--- src/rtl/incline_pkg.sv ---
// Shared widths, limits, FSM encoding and saturation helper for the incline conditioning path.
package incline_pkg;

  localparam int unsigned INCL_W  = 13;
  localparam int unsigned SAT_W   = 10;
  localparam int          SAT_MAX = 511;
  localparam int          SAT_MIN = -512;

  typedef enum logic [1:0] {
    IDLE  = 2'd0,
    PRIME = 2'd1,
    RUN   = 2'd2,
    STALE = 2'd3
  } state_e;

  // Clip a raw incline sample into the 10-bit signed output range.
  function automatic logic signed [SAT_W-1:0] sat_incl(input logic signed [INCL_W-1:0] x);
    if (x > INCL_W'(SAT_MAX)) begin
      return SAT_W'(SAT_MAX);
    end else if (x < INCL_W'(SAT_MIN)) begin
      return SAT_W'(SAT_MIN);
    end else begin
      return SAT_W'(x);
    end
  endfunction

endpackage

--- src/rtl/stale_wdog.sv ---
// Saturating idle-cycle counter; flags when the sensor has been silent for TIMEOUT cycles.
module stale_wdog #(
  parameter int unsigned TIMEOUT = 1048575
) (
  input  logic clk,
  input  logic rst_n,
  input  logic clr,
  output logic expired
);

  localparam int unsigned CNT_W = $clog2(TIMEOUT + 1);

  logic [CNT_W-1:0] cnt_q;
  logic [CNT_W-1:0] cnt_d;

  always_comb begin
    cnt_d = cnt_q;
    if (clr) begin
      cnt_d = '0;
    end else if (cnt_q != CNT_W'(TIMEOUT)) begin
      cnt_d = cnt_q + CNT_W'(1);
    end
  end

  always_ff @(posedge clk or negedge rst_n) begin
    if (!rst_n) begin
      cnt_q <= '0;
    end else begin
      cnt_q <= cnt_d;
    end
  end

  // High when the coming edge completes (or has completed) TIMEOUT idle cycles,
  // so the consumer can register its stale state on that same edge.
  assign expired = cnt_q >= CNT_W'(TIMEOUT - 1);

endmodule

--- src/rtl/incline_cond.sv ---
// Incline conditioning: saturation, primed exponential average and sensor-staleness detection.
module incline_cond
  import incline_pkg::*;
#(
  parameter int unsigned AVG_LOG2 = 4,
  parameter int unsigned TIMEOUT  = 1048575
) (
  input  logic                     clk,
  input  logic                     rst_n,
  input  logic                     vld,
  input  logic signed [INCL_W-1:0] incline,
  output logic signed [SAT_W-1:0]  incline_sat,
  output logic signed [SAT_W-1:0]  incline_avg,
  output logic                     avg_vld,
  output logic                     upd,
  output logic                     stale
);

  localparam int unsigned ACC_W = 11 + AVG_LOG2;
  localparam int unsigned CNT_W = AVG_LOG2 + 1;
  localparam logic [CNT_W-1:0] PRIME_N = {1'b1, {AVG_LOG2{1'b0}}};

  state_e                   state_q, state_d;
  logic signed [ACC_W-1:0]  acc_q, acc_d;
  logic [CNT_W-1:0]         smp_cnt_q, smp_cnt_d;
  logic signed [SAT_W-1:0]  incline_sat_q, incline_sat_d;
  logic signed [SAT_W-1:0]  incline_avg_q, incline_avg_d;
  logic                     avg_vld_q, avg_vld_d;
  logic                     upd_q, upd_d;
  logic                     stale_q, stale_d;

  logic signed [SAT_W-1:0]  sat_c;
  logic signed [ACC_W-1:0]  sat_ext_c;
  logic signed [ACC_W-1:0]  acc_load_c;
  logic signed [ACC_W-1:0]  acc_upd_c;
  logic signed [ACC_W-1:0]  acc_shr_c;
  logic [CNT_W-1:0]         smp_cnt_inc_c;
  logic                     expired_c;

  stale_wdog #(
    .TIMEOUT (TIMEOUT)
  ) u_stale_wdog (
    .clk     (clk),
    .rst_n   (rst_n),
    .clr     (vld),
    .expired (expired_c)
  );

  // Datapath: clip, then either seed or leak-and-add into the accumulator.
  always_comb begin
    sat_c         = sat_incl(incline);
    sat_ext_c     = {{(ACC_W - SAT_W){sat_c[SAT_W-1]}}, sat_c};
    acc_load_c    = sat_ext_c <<< AVG_LOG2;
    acc_upd_c     = acc_q - (acc_q >>> AVG_LOG2) + sat_ext_c;
    smp_cnt_inc_c = smp_cnt_q + CNT_W'(1);
  end

  // Sample handling wins over a same-cycle watchdog expiry in every state.
  always_comb begin
    state_d       = state_q;
    acc_d         = acc_q;
    smp_cnt_d     = smp_cnt_q;
    avg_vld_d     = avg_vld_q;
    stale_d       = stale_q;
    upd_d         = vld;
    incline_sat_d = vld ? sat_c : incline_sat_q;

    unique case (state_q)
      IDLE, STALE: begin
        if (vld) begin
          acc_d     = acc_load_c;
          smp_cnt_d = CNT_W'(1);
          stale_d   = 1'b0;
          state_d   = PRIME;
        end else if (expired_c && (state_q == IDLE)) begin
          stale_d   = 1'b1;
          avg_vld_d = 1'b0;
          state_d   = STALE;
        end
      end
      PRIME: begin
        if (vld) begin
          acc_d     = acc_upd_c;
          smp_cnt_d = smp_cnt_inc_c;
          if (smp_cnt_inc_c == PRIME_N) begin
            avg_vld_d = 1'b1;
            state_d   = RUN;
          end
        end else if (expired_c) begin
          stale_d   = 1'b1;
          avg_vld_d = 1'b0;
          state_d   = STALE;
        end
      end
      RUN: begin
        if (vld) begin
          acc_d = acc_upd_c;
        end else if (expired_c) begin
          stale_d   = 1'b1;
          avg_vld_d = 1'b0;
          state_d   = STALE;
        end
      end
      default: begin
        state_d = IDLE;
      end
    endcase

    acc_shr_c     = acc_d >>> AVG_LOG2;
    incline_avg_d = acc_shr_c[SAT_W-1:0];
  end

  always_ff @(posedge clk or negedge rst_n) begin
    if (!rst_n) begin
      state_q       <= IDLE;
      acc_q         <= '0;
      smp_cnt_q     <= '0;
      incline_sat_q <= '0;
      incline_avg_q <= '0;
      avg_vld_q     <= 1'b0;
      upd_q         <= 1'b0;
      stale_q       <= 1'b0;
    end else begin
      state_q       <= state_d;
      acc_q         <= acc_d;
      smp_cnt_q     <= smp_cnt_d;
      incline_sat_q <= incline_sat_d;
      incline_avg_q <= incline_avg_d;
      avg_vld_q     <= avg_vld_d;
      upd_q         <= upd_d;
      stale_q       <= stale_d;
    end
  end

  assign incline_sat = incline_sat_q;
  assign incline_avg = incline_avg_q;
  assign avg_vld     = avg_vld_q;
  assign upd         = upd_q;
  assign stale       = stale_q;

endmodule
--- config.mk ---
export PLATFORM = sky130hd
export DESIGN_NAME = incline_cond
export DESIGN_NICKNAME = d
export VERILOG_FILES = /design/src/rtl/incline_pkg.sv /design/src/rtl/stale_wdog.sv /design/src/rtl/incline_cond.sv
export SDC_FILE = /design/constraint.sdc
export NUM_CORES = 1
export LEC_CHECK = 0
export CAP_MARGIN = 5
export CORE_AREA = 5 5 101 112
export CTS_BUF_LIST = sky130_fd_sc_hd__clkbuf_4
export DETAILED_ROUTE_END_ITERATION = 16
export DIE_AREA = 0 0 106 117
export HOLD_SLACK_MARGIN = 0.1
export PLACE_DENSITY = 0.57
export SYNTH_ARGS = -nofsm -noshare
export SYNTH_HDL_FRONTEND = slang
export SYNTH_SLANG_ARGS = --single-unit
--- constraint.sdc ---
create_clock -name clk -period 3.22 [get_ports clk]
set_clock_uncertainty 0.1 [all_clocks]
set_input_delay 0.644 -clock clk [delete_from_list [all_inputs] [get_ports clk]]
set_output_delay 0.644 -clock clk [all_outputs]
set_load 0.1 [all_outputs]
==> results of run 1 <==
cell type report:
class                           instances  area, um2
Clock inverter                          1      30.03
Inverter                               54      202.7
Sequential cell                        55       1376
Clock buffer                            6      45.04
Multi-Input combinational cell        336       2454
Timing Repair Buffer                  106      867.1
Tap cell                              123      153.9
Fill cell                             959       5021
registers in the layout (all words and copies together) (netlist names):
register	count
u_stale_wdog.cnt_q	20
acc_q	15
incline_sat	10
smp_cnt_q	5
state_q	2
avg_vld	1
stale	1
upd	1
Yosys cell counts, drive strengths merged, types with 5 or more instances:
cell and n:
a211oi 9, a21o 5, a21oi 35, buf 11, clkbuf 16, dfrtp 55, fa 14, ha 22
inv 53, nand2 60, nand3 18, nor2 57, o21ai 33, or3 7, xnor2 9, xor2 15
path summary, 6_finish.rpt:
path / start / slack (ns) / to
max: incline[11] / 0.009 / acc_q[8]$_DFFE_PN0P_
min: incline_sat[8]$_DFFE_PN0P_ / 0.41 / incline_sat[8]$_DFFE_PN0P_
max reg2reg: acc_q[5]$_DFFE_PN0P_ / 0.38 / acc_q[8]$_DFFE_PN0P_
max in group asynchronous: rst_n / 1.72 / incline_sat[9]$_DFFE_PN0P_
min reg2reg: incline_sat[8]$_DFFE_PN0P_ / 0.41 / incline_sat[8]$_DFFE_PN0P_
min in group asynchronous: rst_n / 0.62 / acc_q[1]$_DFFE_PN0P_
per-layer routing:
layer  up-vias  track usage  wire (um)
met1      1626       0.2027       4311
met2        55       0.3095       5169
met3         8      0.02578        328
met4         0      0.04318        106
li1       1728            -          -
met5         -            0          0
critical path, cell delays in order:
cell      delay (ns)
buf_6           0.09
or2_4           0.29
nor2_4          0.12
nor2_4          0.04
nor2_2          0.13
a21oi_4         0.06
inv_2           0.07
ha_4            0.12
inv_2           0.04
ha_4            0.16
fa_2            0.42
a211oi_4        0.28
o21ai_2         0.10
buf_4           0.14
a21oi_2         0.12
o21bai_1        0.10
xor2_1          0.16
a211oi_1        0.22
a21oi_1         0.06
kinds of logic (layout without fill, tap and decap cells):
group / after synthesis / after routing / synth area share
AO/OA/AOI/OAI: 106 / 106 / 0.1654
buffers and inverters: 81 / 167 / 0.08731
adder cells (fa/ha/maj): 36 / 36 / 0.1415
multiplexers: 3 / 3 / 0.007967
AND/OR/NAND/NOR: 167 / 167 / 0.1938
XOR/XNOR: 24 / 24 / 0.05354
flip-flops: 55 / 55 / 0.3505
through the flow:
stage	instances	setup TNS, ns	hold slack, ns
after CTS	677	0	0.4120
after global routing	681	-0.1975	0.4519
after global placement	649	-6.827	0.3726
after floorplan	472	-0.4637	0.2484
after detailed placement	649	-7.167	0.3744
final	681	0	0.4089
timing repair:
item	4_1_cts	5_1_grt
gates resized for setup	23	38
setup endpoints to repair	11	11
cloned	1	0
pin swaps	18	25
hold endpoints to repair	18	0
buffers inserted	19	4
hold buffers	1	0
==> impl_metrics.toml, run 1 <==
[placement]
pre_cts_ws_ns = -0.7782
io_buffers = 38
place_area_um2 = 4681
gp_congestion = 0.8353
post-dp-hpwl_um = 7263

[clock_network]
h-tree-depth = 2
cts_buffer_depth = 2
clkTransAtPathRegs_ns = 0.16
cts_buffers = 5
insertion_delay_ns = 0.39
cts_tree = "built"
cts-root-buf = "clkbuf_4"
cts_sinks = 55

[status]
status = "finished clean"

[cells_and_area]
nets = 610
diodes = 0
drive_above_1_share = 0.2814
final_common_cell = "buf_4"
syn2layout_area_growth_pct = 30.62
layout_common_cells = "87 x buf_4, 59 x nand2_1, 55 x dfrtp_1"
fin_area_um2 = 5129
final_util = 0.5053

[synth]
synth_edf_count = 0
syn-num-nets = 524
synthTopCellsByArea = "dfrtp_1 35%, fa_1 7.1%, ha_1 7.0%, nand2_1 5.7%, nor2_1 5.4%"
syn_avg_cell_area_um2 = 8.318
synth_top_area_share = 0.3505
yosysWarnings = 0
yosys.cell_types.count = 49
ys.flop_type = "dfrtp_1"
netlist_area_um2 = 3926
async_flop_share = 1.000
synthCells = 472
ys_seq_elements = 55
yosysTopAreaCell = "dfrtp_1"
synth-seq-area-share = 0.3505

[floorplanning]
initial_core_util = 0.3868
dieArea_um2 = 12400
pin_count = 39
std_cell_rows = 39
die_w_um = 106
core_um2 = 10150
die_h_um = 117

[sta]
worstMarginPinSlew_ns = 0.5116
period_needed_ns = 3.211
fin_ws_ns = 0.009379
hold_violations = 0
timing.fmax_ghz = 0.3115
setup_viol = 0
finalMaxSlewViolations = 0
slew_headroom = 0.6568
finalCritPeriodShare = 0.9971

[global_route]
grt_pass1_wl_um = 16880
grt_pass1_vias = 3574
grt_overflow_total = 0
grtUsageTotal = 0.1665
grt_max_degree = 28
antenna_found_initial = 0

[routing]
firstDrtPassIters = 4
routedWlPerCell_um = 14.56
first_iter_violations = 89
ant_nets = 0
routed_via_density = 5.018
wl_um = 9914
post-route-drc-count = 0
vias = 3417

[setup_path]
worstPathArrival_ns = 3.39
worstPathRequired_ns = 3.40
end_kind = "register"
worstSetupPathType = "in -> reg"
cp-start-kind = "input pin"
crit_fanout = 6
r2r_cells = 11

[min_path]
hp-class = "reg -> reg"
holdPathStages = 2

[run]
max_cap_violations = 0
Power of run 1 is not shown: default switching activity piles up to over one toggle a cycle in this logic, so the estimate is an artifact.
==> run 2, diff against run 1 <==
REMOVE_ABC_BUFFERS = 1   (was not set)
SLEW_MARGIN = 25   (was not set)
==> impl_metrics.toml, run 2 (same netlist as run 1, synthesis figures left out) <==
[status]
status = "finished clean"

[setup_path]
worstSetupPathType = "in -> reg"
end_kind = "register"
critPathSlowestCell = "fa_2"
crit_fanout = 6
path_buf_inv = 3
cpPeakStageDelay_ns = 0.36
worstPathArrival_ns = 3.32
path_cells = "clkbuf_2, or2_4, nor2_1, nor2_1, nor2_1, a21oi_2, inv_2, ha_4, inv_2, ha_4, fa_2, a211oi_2, o21ai_2, nand2_2, o21ba_4, o31ai_4, o21a_1, or3_1"
cp_top_family = "compound AO/OA/AOI/OAI gates"
worstPathRequired_ns = 3.41
worst_path_most_repeated_cell = "nor2_1"
cp-start-kind = "input pin"

[sta]
fin_setup_tns_ns = 0
hold_violations = 0
timing.fmax_ghz = 0.3190
finalCritPeriodShare = 0.9736
setup_viol = 0
hold_ws_ns = 0.4149
finalMaxSlewViolations = 0
rsz0062_at_grt = "true"
worstMarginPinSlew_ns = 0.5714
period_needed_ns = 3.135
slew_headroom = 0.6191

[routing]
routed_via_density = 5.107
wl_um = 9832
ant_nets = 0
vias = 3427
post-route-drc-count = 0
first_iter_violations = 116
firstDrtPassIters = 4
routedWlPerCell_um = 14.65

[cells_and_area]
diodes = 0
stdcell_count = 671
layout_common_cells = "74 x buf_4, 58 x nand2_1, 55 x dfrtp_1"
final_util = 0.4980
syn2layout_area_growth_pct = 28.74
drive_above_1_share = 0.2810
nets = 599
largest_reg_flops = 20
top_register = "u_stale_wdog.cnt_q"
fillers = 979
final_common_cell = "buf_4"

[placement]
gp_congestion = 0.8730
placedCellCount = 652
post-dp-hpwl_um = 7226
io_buffers = 38

[floorplanning]
initial_core_util = 0.3868
die_w_um = 106
core_um2 = 10150
die_h_um = 117
dieArea_um2 = 12400
pin_count = 39
std_cell_rows = 39

[global_route]
grtUsageTotal = 0.1608
grt_max_degree = 44
antenna_found_initial = 0
grt_overflow_total = 0
grt_pass1_wl_um = 16150
grt_pass1_vias = 3418

[clock_network]
cts_sinks = 55
cts_buffer_depth = 2
cts_tree = "built"
h-tree-depth = 2
insertion_delay_ns = 0.39
clkTransAtPathRegs_ns = 0.18
cts-root-buf = "clkbuf_4"
cts_buffers = 5

[run]
max_cap_violations = 0

[min_path]
hp-class = "reg -> reg"
## run 2: stage by stage
stage / instance area [um2] / worst slack, ns
finish: 5055 / 0.08507
global route: 5055 / -0.05120
CTS: 4863 / 0.007690
detailed placement: 4611 / -1.060
global placement: 4611 / -0.9315
floorplan: 3786 / -0.3419
## run 2: worst reg2reg max path: cells and delay by family (launching register included)
family	cells	cell delay [ns]
AO/OA/AOI/OAI	5	0.75
buffers and inverters	1	0.06
AND/OR/NAND/NOR	2	0.45
adder cells (fa/ha/maj)	2	0.96
flip-flops	1	0.48
## run 2: layout make-up
class                      instances  area, um2  share of cell area
sequential                        55       1376              0.2723
clock inverter                     3      28.78            0.005693
multi-input combinational        336       2491              0.4928
inverter                          54      202.7             0.04010
clock buffer                       5      37.54            0.007426
timing repair buffer              95      764.5              0.1512
tap                              123      153.9             0.03045
## run 2: worst paths after layout
check                                           start                                  to  slack [ns]  depth (start not counted)
max                                       incline[11]               acc_q[14]$_DFFE_PN0P_        0.09                         18
min                        incline_sat[1]$_DFFE_PN0P_          incline_sat[1]$_DFFE_PN0P_        0.41                          2
max reg2reg                      acc_q[5]$_DFFE_PN0P_               acc_q[14]$_DFFE_PN0P_        0.33                         10
min reg2reg                incline_sat[1]$_DFFE_PN0P_          incline_sat[1]$_DFFE_PN0P_        0.41                          2
max in group asynchronous                       rst_n            smp_cnt_q[3]$_DFFE_PN0P_        1.59                          3
min in group asynchronous                       rst_n  u_stale_wdog.cnt_q[11]$_DFFE_PN0P_        0.54                          2
## run 2: repair_timing
action                                  4_1_cts  5_1_grt
gates cloned                                  0        0
hold buffers                                  1        0
endpoints found under the setup margin       11        9
hold endpoints to repair                     12        0
gates resized for setup                      42       45
pin swaps                                    14       32
buffers inserted                              4        6
## run 2: layer usage
| metal | track usage | vias up | routed length, um | part of all wire |
|---|---|---|---|---|
| met5 | 0 | - | 0 | 0 |
| met4 | 0.04318 | 0 | 159 | 0.016 |
| met3 | 0.02030 | 14 | 300 | 0.031 |
| met2 | 0.2819 | 69 | 4709 | 0.48 |
| met1 | 0.2122 | 1634 | 4662 | 0.47 |
| li1 | - | 1710 | - | - |
Power of run 2 is left out for the same reason.
==> run 3, diff against run 2 <==
clock period = 3 ns   (was 3.22 ns; I/O delays follow)
==> impl_metrics.toml, run 3 (same netlist as run 1, synthesis figures left out) <==
[clock_network]
cts_tree = "built"
cts_buffers = 5
cts_sinks = 55
cts_buffer_depth = 2
h-tree-depth = 2
cts_hold_buf = 0
cts-root-buf = "clkbuf_4"
clkTransAtPathRegs_ns = 0.17
insertion_delay_ns = 0.39

[floorplanning]
dieArea_um2 = 12400
initial_core_util = 0.3868
die_h_um = 117
core_um2 = 10150
std_cell_rows = 39
die_w_um = 106
pin_count = 39

[sta]
worstMarginPinSlew_ns = 0.8293
timing.fmax_ghz = 0.3226
hold_violations = 0
setup_viol = 4
finalMaxSlewViolations = 0
rsz0062_at_grt = "true"
period_needed_ns = 3.099
fin_ws_ns = -0.09939
finalCritPeriodShare = 1.033
slew_headroom = 0.4471

[status]
violations = "negative setup slack"
status = "complete, but fails checks"

[routing]
vias = 3507
ant_nets = 0
routed.top_layer = "met4"
dr_wl_met2_um = 4941
first_iter_violations = 132
met3WireLength_um = 198
wl_um = 10240
wl_met1_um = 4901
routed_via_density = 5.090
firstDrtPassIters = 4
routedWlPerCell_um = 14.87
post-route-drc-count = 0

[setup_path]
path_cells = "buf_6, or2_4, nor2_2, nor2_1, nor2_1, a21oi_2, inv_2, ha_4, inv_4, ha_4, fa_2, a211oi_4, o21ai_2, nand2_2, o21ba_4, o31ai_4, o21a_1, or3_1"
worstSetupPathType = "in -> reg"
worstPathRequired_ns = 3.19
path_buf_inv = 3
end_kind = "register"
critPathSlowestCell = "fa_2"
worstPathArrival_ns = 3.29
cp_top_family = "compound AO/OA/AOI/OAI gates"
cp-start-kind = "input pin"
cpPeakStageDelay_ns = 0.42
crit_fanout = 6

[global_route]
grt_overflow_total = 0
grt_pass1_wl_um = 17440
grtUsageTotal = 0.1736
grt_max_degree = 35
grt_pass1_vias = 3602
antenna_found_initial = 0

[cells_and_area]
nets = 618
final_common_cell = "buf_4"
largest_reg_flops = 20
drive_above_1_share = 0.3392
final_util = 0.5235
diodes = 0
fillers = 944
layout_common_cells = "90 x buf_4, 58 x nand2_1, 55 x dfrtp_1"
fin_area_um2 = 5314
top_register = "u_stale_wdog.cnt_q"
syn2layout_area_growth_pct = 35.34

[run]
max_cap_violations = 0

[placement]
io_buffers = 38
gp_congestion = 0.8559
pre_cts_ws_ns = -1.222
place_area_um2 = 4636
post-dp-hpwl_um = 7262

[min_path]
hp-class = "in -> async"
run 3: cell count changes in the layout (fill, tap and decap cells not counted), moves of 3 or more:
cell,change
a21oi_1,-6
a21oi_2,+5
buf_4,+16
buf_6,+6
dlygate4sd2_1,+3
dlymetal6s2s_1,-4
inv_1,-4
inv_2,+3
nor2_1,-4
nor2_4,+4
o21ai_0,-4
run 3: worst register-to-register path, cell delays in order (launching register included):
cell	delay, ns
dfrtp_1	0.46
fa_1	0.58
inv_2	0.05
fa_2	0.40
a211oi_4	0.32
o21ai_2	0.13
nand2_2	0.10
o21ba_4	0.15
o31ai_4	0.07
o21a_1	0.12
or3_1	0.29
run 3: through the flow:
step	TNS [ns]	std cells	hold WS (ns)
5_1_grt	-1.238	689	0.2283
4_1_cts	0	687	0.1951
3_5_place_dp	-11.34	657	0.3766
3_3_place_gp	-10.85	657	0.3715
2_1_floorplan	-2.904	445	0.2044
6_report	-0.2726	689	0.1847
run 3: cell type report:
cell class,instances,area [um2],area share
inverters,54,205.2,0.03862
multi-input cells,336,2589,0.4872
clock buffers,5,37.54,0.007064
well taps,123,153.9,0.02896
flip-flops and latches,55,1376,0.2590
clock inverters,2,37.54,0.007064
repair buffers,114,914.6,0.1721
run 3: final timing paths:
path | start | end | slack (ns) | cells past startpoint
hold / removal | rst_n | u_stale_wdog.cnt_q[4]$_DFFE_PN0P_ | 0.18 | 1
setup reg to reg | acc_q[5]$_DFFE_PN0P_ | acc_q[14]$_DFFE_PN0P_ | 0.11 | 10
max in group asynchronous | rst_n | u_stale_wdog.cnt_q[10]$_DFFE_PN0P_ | 1.93 | 2
setup / recovery | incline[11] | acc_q[14]$_DFFE_PN0P_ | -0.1 | 18
min in group clk | incline_sat[8]$_DFFE_PN0P_ | incline_sat[8]$_DFFE_PN0P_ | 0.41 | 2
hold reg to reg | incline_sat[8]$_DFFE_PN0P_ | incline_sat[8]$_DFFE_PN0P_ | 0.41 | 2
run 3: timing repair:
action | in CTS | in global routing
pin swaps | 34 | 34
setup endpoints to repair | 11 | 11
buffers inserted | 23 | 6
gates cloned | 1 | 0
gates resized for setup | 93 | 38
run 3: metal layers:
metal,vias to the layer above,track usage
li1,1747,-
met1,1701,0.2271
met2,45,0.3053
met3,14,0.02249
met4,0,0.04836
met5,-,0
Power of run 3 is left out for the same reason.
